===== src/rtl/vga_timing_gen.sv =====
// VGA raster generator: pixel-tick prescaler, H/V counters, pixel-coordinate request port and
// a registered colour/sync output stage that shares one pixel-tick latency.
module vga_timing_gen #(
    parameter int unsigned H_ACTIVE = 640,
    parameter int unsigned H_FP     = 16,
    parameter int unsigned H_SYNC   = 96,
    parameter int unsigned H_BP     = 48,
    parameter int unsigned V_ACTIVE = 480,
    parameter int unsigned V_FP     = 10,
    parameter int unsigned V_SYNC   = 2,
    parameter int unsigned V_BP     = 33,
    parameter logic        HS_POL   = 1'b0,
    parameter logic        VS_POL   = 1'b0,
    parameter int unsigned CLK_DIV  = 2,
    parameter int unsigned COLOR_W  = 4,
    localparam int unsigned H_TOTAL = H_ACTIVE + H_FP + H_SYNC + H_BP,
    localparam int unsigned V_TOTAL = V_ACTIVE + V_FP + V_SYNC + V_BP,
    localparam int unsigned HC_W    = $clog2(H_TOTAL),
    localparam int unsigned VC_W    = $clog2(V_TOTAL)
) (
    input  logic               CLOCK_50,
    input  logic               reset,
    input  logic               blank_force,
    input  logic [COLOR_W-1:0] pix_r,
    input  logic [COLOR_W-1:0] pix_g,
    input  logic [COLOR_W-1:0] pix_b,
    output logic [HC_W-1:0]    pix_x,
    output logic [VC_W-1:0]    pix_y,
    output logic               pix_req,
    output logic               frame_start,
    output logic               line_start,
    output logic [COLOR_W-1:0] VGA_R,
    output logic [COLOR_W-1:0] VGA_G,
    output logic [COLOR_W-1:0] VGA_B,
    output logic               VGA_HS,
    output logic               VGA_VS
);

    localparam int unsigned DIV_W = (CLK_DIV > 1) ? $clog2(CLK_DIV) : 1;

    localparam logic [DIV_W-1:0] DIV_LAST = DIV_W'(CLK_DIV - 1);
    localparam logic [HC_W-1:0]  HC_LAST  = HC_W'(H_TOTAL - 1);
    localparam logic [VC_W-1:0]  VC_LAST  = VC_W'(V_TOTAL - 1);

    localparam int unsigned HS_START = H_ACTIVE + H_FP;
    localparam int unsigned HS_END   = H_ACTIVE + H_FP + H_SYNC;
    localparam int unsigned VS_START = V_ACTIVE + V_FP;
    localparam int unsigned VS_END   = V_ACTIVE + V_FP + V_SYNC;

    logic [DIV_W-1:0] r_div;
    logic [HC_W-1:0]  r_hc;
    logic [VC_W-1:0]  r_vc;

    logic        w_ce;
    logic [31:0] w_hc_ext;
    logic [31:0] w_vc_ext;
    logic        w_active;
    logic        w_hsync_on;
    logic        w_vsync_on;
    logic        w_show;

    // Gated by reset so no pulse escapes while reset is held (matters when CLK_DIV == 1).
    assign w_ce = (r_div == DIV_LAST) && !reset;

    assign w_hc_ext   = 32'(r_hc);
    assign w_vc_ext   = 32'(r_vc);
    assign w_active   = (w_hc_ext < H_ACTIVE) && (w_vc_ext < V_ACTIVE);
    assign w_hsync_on = (w_hc_ext >= HS_START) && (w_hc_ext < HS_END);
    assign w_vsync_on = (w_vc_ext >= VS_START) && (w_vc_ext < VS_END);
    assign w_show     = w_active && !blank_force;

    always_ff @(posedge CLOCK_50) begin
        if (reset) begin
            r_div <= '0;
        end else begin
            r_div <= (r_div == DIV_LAST) ? '0 : r_div + DIV_W'(1);
        end
    end

    always_ff @(posedge CLOCK_50) begin
        if (reset) begin
            r_hc <= '0;
            r_vc <= '0;
        end else if (w_ce) begin
            if (r_hc == HC_LAST) begin
                r_hc <= '0;
                r_vc <= (r_vc == VC_LAST) ? '0 : r_vc + VC_W'(1);
            end else begin
                r_hc <= r_hc + HC_W'(1);
            end
        end
    end

    // Output stage samples the same counter value the syncs decode, keeping them aligned.
    always_ff @(posedge CLOCK_50) begin
        if (reset) begin
            VGA_R  <= '0;
            VGA_G  <= '0;
            VGA_B  <= '0;
            VGA_HS <= !HS_POL;
            VGA_VS <= !VS_POL;
        end else if (w_ce) begin
            VGA_R  <= w_show ? pix_r : '0;
            VGA_G  <= w_show ? pix_g : '0;
            VGA_B  <= w_show ? pix_b : '0;
            VGA_HS <= w_hsync_on ? HS_POL : !HS_POL;
            VGA_VS <= w_vsync_on ? VS_POL : !VS_POL;
        end
    end

    assign pix_x       = r_hc;
    assign pix_y       = r_vc;
    assign pix_req     = w_active;
    assign line_start  = w_ce && (r_hc == '0);
    assign frame_start = w_ce && (r_hc == '0) && (r_vc == '0);

endmodule


===== config.mk =====
export PLATFORM = sky130hd
export DESIGN_NAME = vga_timing_gen
export DESIGN_NICKNAME = d
export VERILOG_FILES = /design/src/rtl/vga_timing_gen.sv
export SDC_FILE = /design/constraint.sdc
export NUM_CORES = 1
export LEC_CHECK = 0
export CAP_MARGIN = 15
export CORE_ASPECT_RATIO = 0.7
export CORE_MARGIN = 8
export CORE_UTILIZATION = 45
export DETAILED_ROUTE_END_ITERATION = 6
export MAX_ROUTING_LAYER = met4
export PLACE_DENSITY = 0.81
export SETUP_SLACK_MARGIN = 0.5
export SLEW_MARGIN = 20
export SYNTH_ARGS = -nofsm -noshare
export SYNTH_HDL_FRONTEND = slang
export SYNTH_SLANG_ARGS = --single-unit

===== constraint.sdc =====
create_clock -name CLOCK_50 -period 3.55 [get_ports CLOCK_50]
set_clock_uncertainty 0.2 [all_clocks]
set_input_delay 0.71 -clock CLOCK_50 [delete_from_list [all_inputs] [get_ports CLOCK_50]]
set_output_delay 0.71 -clock CLOCK_50 [all_outputs]
set_load 0.1 [all_outputs]

# Word level (Yosys, flattened, before mapping)
# Index checks and enable logic that the tools add are counted.
[word_totals]
latch_bits = 0
ram_bits = 0
rom_bits = 0
memories = 0
elab_cells = 39
register_bits = 35
output_inout_bits = 37
[op_classes]
mul = 0
n_reduce_logical = 13
addsub = 3
shifts = 0
order_cmp = 6
bitwise_logic = 0
mux = 7
div_mod_pow = 0
eq_ne = 2
[op_table]
columns = ["cell", "count"]
rows = [
  ["adder 10 x 1 -> 10 bit (second input constant)", 2],
  ["== test 10 bit (second input constant)", 2],
  ["zero test 10 bit", 2],
  ["less-than comparator 10 bit (second input constant)", 2],
  ["less-than comparator 10 x 9 -> 1 bit (second input constant)", 2],
  ["2-to-1 mux 10 bit", 2],
  ["2-to-1 mux 4 bit", 3],
  [">= comparator 10 bit (second input constant)", 1],
  [">= comparator 10 x 9 -> 1 bit (second input constant)", 1],
  ["logical AND 1 bit", 7],
  ["zero test 1 bit", 2],
  ["2-to-1 mux 1 bit", 2],
  ["AND reduction 2 bit", 1],
  ["OR reduction 2 bit", 1],
  ["adder 1 bit (second input constant)", 1],
]

# Longest topological paths before layout
[logic_depth]
ltp_word = 4
ltp_mapped = 7
depth_no_buf = 6

# Worst setup path before layout
# No wires, ideal clock.
[synth_path]
path_kind = "register to output"
startpoint = "reg r_hc[4] (netlist: pix_x[4])"
endpoint = "out frame_start"
arrival_time_ps = 4172
slack_ps = -1532
stages_incl_launch_ff = 5
path_cell_list = "dfxtp_1 -> clkbuf_1 -> nor4_1 -> nand4_1 -> nor4_1"
[synth_via]
elab_chain_cells = 3
[synth_rtl]
columns = ["item", "line_no", "rtl"]
rows = [
  ["start, declared", "51", "logic [HC_W-1:0] r_hc;"],
  ["start signal, assigned", "89", "r_hc <= r_hc + HC_W'(1);"],
  ["zero test 10 bit", "115", "assign frame_start = w_ce && (r_hc == '0) && (r_vc == '0);"],
  ["logical AND 1 bit (2 in a row)", "115", ""],
  ["end, declared", "30", "output logic frame_start,"],
]
# No other way between the ends.

# Worst setup path in the final report
[layout_path]
startpoint = "in reset"
endpoint = "out frame_start"
[layout_via]
elab_chain_cells = 4
[layout_rtl]
columns = ["item", "line_no", "rtl"]
rows = [
  ["start, declared", "22", "input logic reset,"],
  ["zero test 1 bit", "63", "assign w_ce = (r_div == DIV_LAST) && !reset;"],
  ["logical AND 1 bit", "63", ""],
  ["logical AND 1 bit (2 in a row)", "115", ""],
]
# No other way between the ends.

==> impl_metrics.csv <==
group,metric,value,unit
run_status,status,"finished, final reports clean",
routing,ant_nets,0,
routing,vias_per_cell,5.425,
cts,clock-sinks,35,
cts,clock_path_buffers,2,
floorplan,ioPinCount,52,
finish,final_cell_mix,"buf_4 (42), dfxtp_1 (32), nor2_1 (21)",
worst_setup_path,setup.worst_path.end_class,"output pin",
finish,nets,248,
worst_setup_path,path_class,"input pin to output pin",
worst_hold_path,min_from,"VGA_VS$_SDFFE_PP1P_",
grt,top_usage_layer,"met1",
sta,rsz0062_at_grt,"no",
cts,cts_tree,"yes",
routing,wl_per_cell,15.85,µm
routing,first_pass_iters,4,
logic_synthesis,ys_warn_count,0,
logic_synthesis,synth_area_per_cell,9.068,µm²
cts,clkTransAtPathRegs,0.06,ns
routing,post-route-drc-count,0,
cts,cts_root_buf,"clkbuf_8",
finish,multiInputGateArea,842.1,µm²
worst_hold_path,worstHoldPathCells,1,
cts,cts_buffers,5,
cts,clk_latency,0.28,ns
logic_synthesis,ys_seq_area_share,44.41,%
worst_setup_path,startpoint_type,"input pin",
cts,htreeDepth,2,
floorplan,die_w,86.77,µm
logic_synthesis,synth_cells,174,
placement,dp.cells,267,
floorplan,fp.dieArea,0.005687,mm²
finish,utilization,64.81,%
sta,hold_violations,0,
sta,setup_violations,0,
finish,regArea,704.4,µm²
grt,use_met3,3.985,%
worst_hold_path,min_to,"VGA_VS$_SDFFE_PP1P_",
worst_setup_path,startpoint,"reset",
grt,grt_max_degree,18,
logic_synthesis,ys_ff_latch,35,
power_and_ir_drop,fin_total_pwr,0.8548,mW
logic_synthesis,yosys.cell_types.count,38,
finish,fin_cells,280,
worst_setup_path,rr_endpoint,"pix_y[5]$_SDFFE_PP0P_",
routing,first_iter_violations,195,
sta,relSlewSlack,45.75,%
grt,grt_pass1_wl,6651,µm
routing,num_vias,1519,
worst_setup_path,crit-reg2reg-launch,"pix_x[5]$_SDFFE_PP0P_",
sta,max_freq,363.5,MHz
grt,grt_pass1_vias,1296,
placement,port_buffers,51,
floorplan,placementRows,18,
grt,grt-ovfl-total,0,
worst_setup_path,r2r_cells,4,
floorplan,die_h,65.54,µm
power_and_ir_drop,p_leak,0.8986,nW
logic_synthesis,synth_area,0.001578,mm²
worst_hold_path,hold_path.class,"flop to flop",
worst_setup_path,r2r_slack,1.02,ns
power_and_ir_drop,power_density,382.7,mW/mm²
sta,post-route-period-util,77.49,%
power_and_ir_drop,ir_drop,230.1,µV
sta,slew_violations,0,
finish,area_growth,41.55,%
finish,antenna_cells,0,
worst_setup_path,crit_fanout,3,
finish,drive_gt1_share,27.83,%
placement,gp_congestion,0.8996,
worst_setup_path,arrival,1.84,ns
sta,worst_slew_pin_slew,0.8108,ns
grt,use_met1,21.75,%
routing,drt_wl_total,4437,µm
grt,grtUsageTotal,15.12,%
sta,final.setup.tns,0,ns
finish,fillers,287,
sta,post-route-min-period,2.751,ns
grt,antenna_found_initial,0,
floorplan,core,0.003446,mm²
placement,dp_hpwl,3177,µm
logic_synthesis,syn_nets,193,
finish,final_common_cell,"buf_4",
floorplan,initial_core_util,45.79,%
worst_setup_path,required,2.64,ns
flow_run,max-cap-violations,0,
grt,met2_usage,19.66,%
## sequential cells by signal (all words and copies together) (netlist names)
register and count:
pix_x 10, VGA_R 4, VGA_B 4, VGA_G 4, r_div 1, VGA_VS 1, VGA_HS 1, pix_y 10
## area by class of cell
class / count / area share, %
Sequential cell: 35 / 31.54
Tap cell: 50 / 2.801
Inverter: 7 / 1.176
Timing Repair Buffer: 58 / 22.30
Clock buffer: 8 / 4.482
Multi-Input combinational cell: 122 / 37.70
## synthesized netlist by cell type (all sizes together)
master | instances | area share [%]
xor2 | 3 | 1.7
a22o | 12 | 6.7
a211o | 1 | 0.56
nand4 | 8 | 3.2
nand4b | 1 | 0.56
ha | 4 | 3.2
or3 | 1 | 0.40
nand2b | 2 | 0.79
a21oi | 3 | 0.95
buf | 2 | 1.0
a31oi | 2 | 0.79
nor2 | 23 | 5.5
mux2i | 2 | 1.3
and4b | 1 | 0.63
inv | 7 | 1.7
or2 | 3 | 1.2
nor3b | 1 | 0.48
mux2 | 1 | 0.71
or4 | 2 | 0.95
nor2b | 2 | 0.79
nand3b | 2 | 0.95
nor3 | 6 | 1.9
o21bai | 2 | 0.95
a2bb2oi | 1 | 0.56
o311a | 1 | 0.63
clkbuf | 8 | 2.0
dfxtp | 35 | 44
o31ai | 1 | 0.48
or4b | 2 | 1.3
nor4 | 11 | 4.4
nand2 | 8 | 1.9
nor4b | 1 | 0.56
o21ai | 2 | 0.63
nand3 | 3 | 0.95
xnor2 | 10 | 5.6
## what timing repair did
| action | 4_1_cts | 5_1_grt |
|---|---|---|
| buffers inserted | 0 | 5 |
| hold buffers | 0 | 0 |
| endpoints found under the setup margin | 0 | 2 |
| gates resized for setup | 0 | 5 |
## power by group
group	total (mW)	internal, mW	switching [mW]
Combinational	0.136	0.0451	0.0906
Sequential	0.409	0.401	0.00739
Clock	0.311	0.177	0.134
Total	0.855	0.623	0.232
## cell families after synthesis
family	synth area share (%)
buf+inv	4.679
flops	44.41
simple gates	26.33
xor+xnor	7.217
compound gates	12.21
mux	1.983
fa+ha+maj	3.172
## how the worst max path moves through the flow
stage | endpoint | cells after the start
floorplan | frame_start | 5
global placement | frame_start | 6
detailed placement | frame_start | 6
CTS | frame_start | 6
global route | frame_start | 5
finish | frame_start | 6
## per-layer routing
metal  up-vias  routed length [µm]
li1        737                   -
met1       712                2042
met2        66                1979
met3         4                 369
met4         0                  46
met5         -                   0
## critical path: stages
cell            delay (ns)
dlymetal6s2s_1        0.13
nand2b_4              0.16
nor2_4                0.13
nand4_1               0.16
nor4_4                0.34
buf_12                0.21
## stage by stage
step / worst slack (ns) / area, µm² / hold WS (ns)
final: 0.7992 / 2233 / 0.2687
after global routing: 0.7442 / 2233 / 0.2917
after CTS: 0.5201 / 2178 / 0.2715
after detailed placement: 0.5203 / 2078 / 0.2556
after global placement: 0.5398 / 2078 / 0.2497
after floorplan: 0.3147 / 1599 / 0.5092
Power figures use the tool's default switching activity.
